[config.mk]
export PLATFORM = sky130hd
export DESIGN_NAME = ym3438_pg
export DESIGN_NICKNAME = d
export VERILOG_FILES = /design/src/rtl/ym3438_pg.sv
export SDC_FILE = /design/constraint.sdc
export NUM_CORES = 1
export LEC_CHECK = 0
export BUFFER_PORTS_ARGS = -buffer_cell sky130_fd_sc_hd__buf_2
export CAP_MARGIN = 30
export CORE_MARGIN = 2
export CORE_UTILIZATION = 27
export CTS_CLUSTER_SIZE = 28
export DETAILED_ROUTE_END_ITERATION = 12
export PLACE_DENSITY_LB_ADDON = 0.05
export SLEW_MARGIN = 20
export SYNTH_ARGS = -nofsm -noshare
export SYNTH_HDL_FRONTEND = slang
export SYNTH_SLANG_ARGS = --single-unit
export TNS_END_PERCENT = 10
[constraint.sdc]
create_clock -name MCLK -period 3.8 [get_ports MCLK]
set_clock_uncertainty 0.2 [all_clocks]
set_input_delay 0.38 -clock MCLK [delete_from_list [all_inputs] [get_ports MCLK]]
set_output_delay 0.38 -clock MCLK [all_outputs]
set_load 0.02 [all_outputs]
[src/rtl/ym3438_pg.sv]
// ym3438_pg: phase generator.
// Turns the LFO-modulated frequency number into a per-slot phase increment
// (block shift, detune, multiple) and accumulates it in a 24-entry
// time-multiplexed phase ring. Three-step pipeline: A = block/detune,
// B = multiple, C = accumulate and write back.
module ym3438_pg #(
    parameter int SLOTS   = 24,
    parameter int PHASE_W = 20,
    parameter int OUT_W   = 10
) (
    input  logic               MCLK,
    input  logic               IC,
    input  logic               slot_en,
    input  logic               slot_sync,
    input  logic [11:0]        fnum_lfo,
    input  logic [2:0]         block,
    input  logic [4:0]         det_amt,
    input  logic               det_sign,
    input  logic [3:0]         multi,
    input  logic               pg_reset,
    output logic [OUT_W-1:0]   phase_out,
    output logic [PHASE_W-1:0] phase_inc,
    output logic [4:0]         slot_out
);

    // Slot counter: index that the next un-synced input step will carry.
    logic [4:0]         slot_cnt_q, slot_cnt_d;
    logic [4:0]         slot_in;

    // Stage A: block-shifted, detuned frequency.
    logic [16:0]        base_a;
    logic [16:0]        fd_a;
    logic [16:0]        fd_a_q, fd_a_d;
    logic [3:0]         multi_a_q, multi_a_d;
    logic               rst_a_q, rst_a_d;
    logic [4:0]         slot_a_q, slot_a_d;

    // Stage B: increment after the frequency multiple.
    logic [PHASE_W-1:0] product_b;
    logic [PHASE_W-1:0] inc_b_q, inc_b_d;
    logic               rst_b_q, rst_b_d;
    logic [4:0]         slot_b_q, slot_b_d;

    // Stage C: accumulate against the slot's stored phase.
    logic [PHASE_W-1:0] head_c;
    logic [PHASE_W-1:0] new_c;

    // Output registers.
    logic [OUT_W-1:0]   phase_out_q, phase_out_d;
    logic [PHASE_W-1:0] phase_inc_q, phase_inc_d;
    logic [4:0]         slot_out_q, slot_out_d;

    // Phase ring: one entry per slot, shifted once per slot step.
    logic [PHASE_W-1:0] ring_q [SLOTS];
    logic [PHASE_W-1:0] ring_d [SLOTS];

    // Datapath arithmetic for all three stages.
    always_comb begin
        slot_in   = slot_sync ? 5'd0 : slot_cnt_q;
        // Shift in 19 bits so block 7 cannot lose the top bits before >>2.
        base_a    = 17'(({7'b0, fnum_lfo} << block) >> 2);
        fd_a      = det_sign ? (base_a - {12'b0, det_amt})
                             : (base_a + {12'b0, det_amt});
        product_b = {3'b0, fd_a_q} * {16'b0, multi_a_q};
        head_c    = ring_q[SLOTS-1];
        new_c     = rst_b_q ? '0 : (head_c + inc_b_q);
    end

    // Next-state for counter, pipeline and outputs; everything holds without slot_en.
    always_comb begin
        slot_cnt_d  = slot_cnt_q;
        fd_a_d      = fd_a_q;
        multi_a_d   = multi_a_q;
        rst_a_d     = rst_a_q;
        slot_a_d    = slot_a_q;
        inc_b_d     = inc_b_q;
        rst_b_d     = rst_b_q;
        slot_b_d    = slot_b_q;
        phase_out_d = phase_out_q;
        phase_inc_d = phase_inc_q;
        slot_out_d  = slot_out_q;
        if (slot_en) begin
            slot_cnt_d  = (slot_in == 5'(SLOTS-1)) ? 5'd0 : slot_in + 5'd1;
            fd_a_d      = fd_a;
            multi_a_d   = multi;
            rst_a_d     = pg_reset;
            slot_a_d    = slot_in;
            // Multiple 0 means x0.5.
            inc_b_d     = (multi_a_q == 4'd0) ? {4'b0, fd_a_q[16:1]} : product_b;
            rst_b_d     = rst_a_q;
            slot_b_d    = slot_a_q;
            phase_out_d = new_c[PHASE_W-1 -: OUT_W];
            phase_inc_d = inc_b_q;
            slot_out_d  = slot_b_q;
        end
    end

    // Ring next-state: new phase enters at the tail, the head leaves after SLOTS steps.
    for (genvar gi = 0; gi < SLOTS; gi++) begin : g_ring
        if (gi == 0) begin : g_tail
            assign ring_d[gi] = slot_en ? new_c : ring_q[gi];
        end else begin : g_body
            assign ring_d[gi] = slot_en ? ring_q[gi-1] : ring_q[gi];
        end
    end

    // State registers; IC low clears everything immediately.
    always_ff @(posedge MCLK or negedge IC) begin
        if (!IC) begin
            slot_cnt_q  <= '0;
            fd_a_q      <= '0;
            multi_a_q   <= '0;
            rst_a_q     <= 1'b0;
            slot_a_q    <= '0;
            inc_b_q     <= '0;
            rst_b_q     <= 1'b0;
            slot_b_q    <= '0;
            phase_out_q <= '0;
            phase_inc_q <= '0;
            slot_out_q  <= '0;
            for (int i = 0; i < SLOTS; i++) begin
                ring_q[i] <= '0;
            end
        end else begin
            slot_cnt_q  <= slot_cnt_d;
            fd_a_q      <= fd_a_d;
            multi_a_q   <= multi_a_d;
            rst_a_q     <= rst_a_d;
            slot_a_q    <= slot_a_d;
            inc_b_q     <= inc_b_d;
            rst_b_q     <= rst_b_d;
            slot_b_q    <= slot_b_d;
            phase_out_q <= phase_out_d;
            phase_inc_q <= phase_inc_d;
            slot_out_q  <= slot_out_d;
            for (int i = 0; i < SLOTS; i++) begin
                ring_q[i] <= ring_d[i];
            end
        end
    end

    assign phase_out = phase_out_q;
    assign phase_inc = phase_inc_q;
    assign slot_out  = slot_out_q;

endmodule

==> results.txt <==
----------------------------------------------------
[Worst setup path]
  Crit Path Category ... register to register
  CP Data Required Time ... roughly 4.1 ns
  Crit. End Element ... register
  Worst reg2reg startpoint ... multi_a_q[3]$_DFFE_PN0P_
  CP Launch Point ... multi_a_q[3]$_DFFE_PN0P_
  CP dominant cell by count ... sky130_fd_sc_hd__fa_1
  Longest individual stage delay on the worst path ... roughly 0.53 ns
  Crit path launch type ... register
  Slowest stage cell on the critical path ... sky130_fd_sc_hd__fa_1
  Gate family responsible for the most delay along the worst path ... adder cells
  Worst endpoint data arrival time ... 4.12 ns
  Critical path buffer and inverter count ... 3
  Critical path cell sequence ... buf_6 -> and2_4 -> fa_1 -> inv_1 -> fa_1 -> inv_2 -> ha_4 -> o211a_1 -> o31ai_4 -> a211oi_2 -> a31o_2 -> a21oi_2 -> or4_1 -> nand3_1
  Biggest fanout along the worst timing path ... 5

[Floorplanning]
  Core area ... slightly above 90000 um^2
  Die Footprint ... roughly 96000 um^2
  Starting density of the core ... 0.271
  Die outline height ... slightly above 300 um
  I/O pin total ... 65
  Die outline width ... between 300 and 400 um
  Row cnt ... 112

[Worst hold path]
  Path category of the worst min-delay check ... input pin to register
  HP Start ... slot_en

[Power]
  Maximum resistive drop on vdd ... between 0.3 and 0.4 mV
  Pwr Total ... 24.2 mW
  Power per Cell Area ... 808 nW/um^2
  Static leakage ... 13.9 nW

[Finish]
  Commonest non-fill, non-tap cell in the layout ... sky130_fd_sc_hd__dfrtp_1
  Net count reported at finish ... between 2000 and 2500
  Multi-input gate area ... roughly 11000 um^2
  Fraction of layout cells with a size suffix above 1 ... 0.398
  FILL cells ... 9360
  Area Growth Syn to Fin ... 18.7%
  Area taken by flip-flops and latches ... roughly 14000 um^2
  Top library cells by usage in the layout, fill and taps aside ... sky130_fd_sc_hd__dfrtp_1 (561), sky130_fd_sc_hd__mux2_2 (513), sky130_fd_sc_hd__inv_1 (77)

[Detailed routing]
  DRC violation count after routing ... 0
  First-pass DRT Iterations ... 4
  WL final ... between 50 and 60 mm
  Detailed-route via count ... between 10000 and 15000
  DRT antenna net count ... 0
  Routed via count divided by cell count ... ~4.4
  Routed wire per std cell ... around 15 um
  Violation count after the first detailed-routing iteration ... roughly 480

[Place]
  DPL Wire Length ... between 30 and 40 mm
  IO buf count ... 64
  Final GP Congestion ... roughly 0.74

[Synth]
  EDFF count, synth ... 0
  Mean cell area of the mapped netlist ... 13.5 um^2
  Simple-gate share of the synthesized area ... 0.0526
  Synth Net Count ... 2000
  Synthesized-area fraction occupied by xor and xnor cells ... 0.0128
  Share of the synthesized area in compound gates (AO/OA/AOI/OAI) ... 0.0582
  Most common flop cell mapped by yosys ... sky130_fd_sc_hd__dfrtp_1
  Cells after synthesis ... 1877
  Synthesis warning total ... 0
  Dominant combinational cell family by area after synthesis ... multiplexers
  Count of different cell masters after synthesis ... 72
  Proportion of synthesized flip-flops having asynchronous set or reset ... 1.00
  Total of flip-flops plus latches after synthesis ... 563
  Post-synthesis adder-cell area fraction ... 0.0556
  Share of synthesized area spent on multiplexers ... 0.233
  Syn Std Cell Area ... roughly 25000 um^2
  Sequential area share after synthesis ... 0.558

[GRT]
  First-pass GRT wire length ... 85.9 mm
  Initial antenna violation count ... 0
  Maximum number of pins on one net before global-route repair ... 124
  Number of global-route vias before repair ... around 16000
  GRT Resource Usage Total ... 0.111
  Total gr overflow ... 0

[Clocking]
  Clock root buffer ... sky130_fd_sc_hd__clkbuf_16
  Inserted Clock Buffers ... 70
  Total number of clock tree sinks ... 563
  Maximum level of the CTS H-tree ... 3
  Clock tree buffer depth ... 3
  Clock tree from TritonCTS ... done
  Worst-skew pair later-pin latency ... just over 0.6 ns
  Clock Pin Slew Worst Setup and Hold Paths ... 0.06 ns

[Flow run]
  Max capacitance violation total ... 0

[STA]
  Setup violations, final ... 0
  Final worst path period share ... 0.994
  Tightest slew margin relative to the limit ... 0.402
  Slew at the pin with the worst max-slew slack ... 0.897 ns
  Slew Viols, Final ... 0
  Hold Fails Final Rpt ... 0
  Minimum hold slack ... ~0.038 ns
  RSZ-0062 raised after global routing ... true
  Final Critical Period ... 3.78 ns
  Highest achievable clock rate ... 265 MHz

[Outcome]
  Status ... finished clean

----------------------------------------------------
-- layout make-up --
| cell class | count | area share |
|---|---|---|
| Antenna cell | 1 | 0.0000835 |
| Clock inverter | 15 | 0.00601 |
| Tap cell | 1254 | 0.0523 |
| Sequential cell | 563 | 0.470 |
| Timing Repair Buffer | 147 | 0.0371 |
| Inverter | 84 | 0.0105 |
| Clock buffer | 101 | 0.0691 |
| Multi-Input combinational cell | 1133 | 0.355 |
-- what timing repair did --
action / 4_1_cts / 5_1_grt
hold endpoints to repair: 77 / 0
gates cloned: 1 / 1
pin swaps: 18 / 24
setup endpoints to repair: 7 / 9
gates resized for setup: 23 / 25
setup buffers: 4 / 0
hold buffers: 8 / 0
-- layer usage --
| metal | global-route usage | up-vias | wire [um] |
|---|---|---|---|
| li1 | - | 6850 | - |
| met1 | 0.151 | 7324 | 24400 |
| met2 | 0.175 | 165 | 23000 |
| met3 | 0.0219 | 93 | 1800 |
| met4 | 0.0400 | 0 | 1320 |
| met5 | 0 | - | 0 |
-- cells by family after synthesis --
logic type,after synthesis
adders and majority gates,93
AOI/OAI and AO/OA,214
DFF,563
xor gates and xnor gates,37
and+or+nand+nor,265
buffers and inverters,181
muxes,524
-- state kept, by name (all words and copies together) (netlist names), 4 cells and up --
signal / cells
slot_a_q: 5
multi_a_q: 4
phase_inc: 20
slot_cnt_q: 5
slot_out: 5
slot_b_q: 5
phase_out: 10
inc_b_q: 20
ring_q: 450
fd_a_q: 17
head_c: 20
-- cells in the mapped netlist, types with 11 or more instances --
cell                       instances  area share
sky130_fd_sc_hd__buf_2            23      0.0046
sky130_fd_sc_hd__a31oi_1          12      0.0030
sky130_fd_sc_hd__nor2_1           55      0.0082
sky130_fd_sc_hd__inv_1            82       0.012
sky130_fd_sc_hd__dfrtp_1         563        0.56
sky130_fd_sc_hd__mux2i_1          11      0.0044
sky130_fd_sc_hd__nand3_1          11      0.0022
sky130_fd_sc_hd__mux2_2          513        0.23
sky130_fd_sc_hd__a21oi_1          49      0.0097
sky130_fd_sc_hd__clkbuf_1         57      0.0085
sky130_fd_sc_hd__o21ai_0          42      0.0083
sky130_fd_sc_hd__fa_1             32       0.025
sky130_fd_sc_hd__a21o_1           12      0.0036
sky130_fd_sc_hd__xnor2_1          27      0.0094
sky130_fd_sc_hd__nor3_1           20      0.0040
sky130_fd_sc_hd__and2_1           48       0.012
sky130_fd_sc_hd__nand2_1          77       0.011
sky130_fd_sc_hd__ha_1             61       0.030
-- per-stage QoR --
step | util | setup TNS [ns] | instance area, um^2 | cells | setup WS, ns
after CTS | 0.321 | 0 | 29900 | 3296 | 0.0000795
final | 0.322 | 0 | 30000 | 3298 | 0.0230
after global routing | 0.322 | -0.461 | 30000 | 3297 | -0.118
after detailed placement | 0.294 | -0.401 | 27400 | 3167 | -0.150
after floorplan | - | 0 | 25300 | 1877 | 0.0212
after global placement | 0.294 | -0.451 | 27400 | 3167 | -0.164
-- final timing paths --
kind                       slack [ns]                      end  depth (start not counted)
hold / removal                   0.04   inc_b_q[1]$_DFFE_PN0P_                          2
setup reg to reg                 0.02  inc_b_q[16]$_DFFE_PN0P_                         14
hold reg to reg                  0.28  ring_q[140]$_DFFE_PN0P_                          1
setup / recovery                 0.02  inc_b_q[16]$_DFFE_PN0P_                         14
min in group asynchronous        0.21  ring_q[296]$_DFFE_PN0P_                          2
max in group asynchronous        2.16  ring_q[270]$_DFFE_PN0P_                          3
-- where the power goes --
part	leakage (nW)	total (mW)	internal (mW)	switching, mW
logic	5.60	7.59	4.15	3.44
registers	7.23	10.1	8.61	1.52
clock network	1.10	6.51	3.97	2.54
No activity file was read; power rests on OpenSTA's default activity.
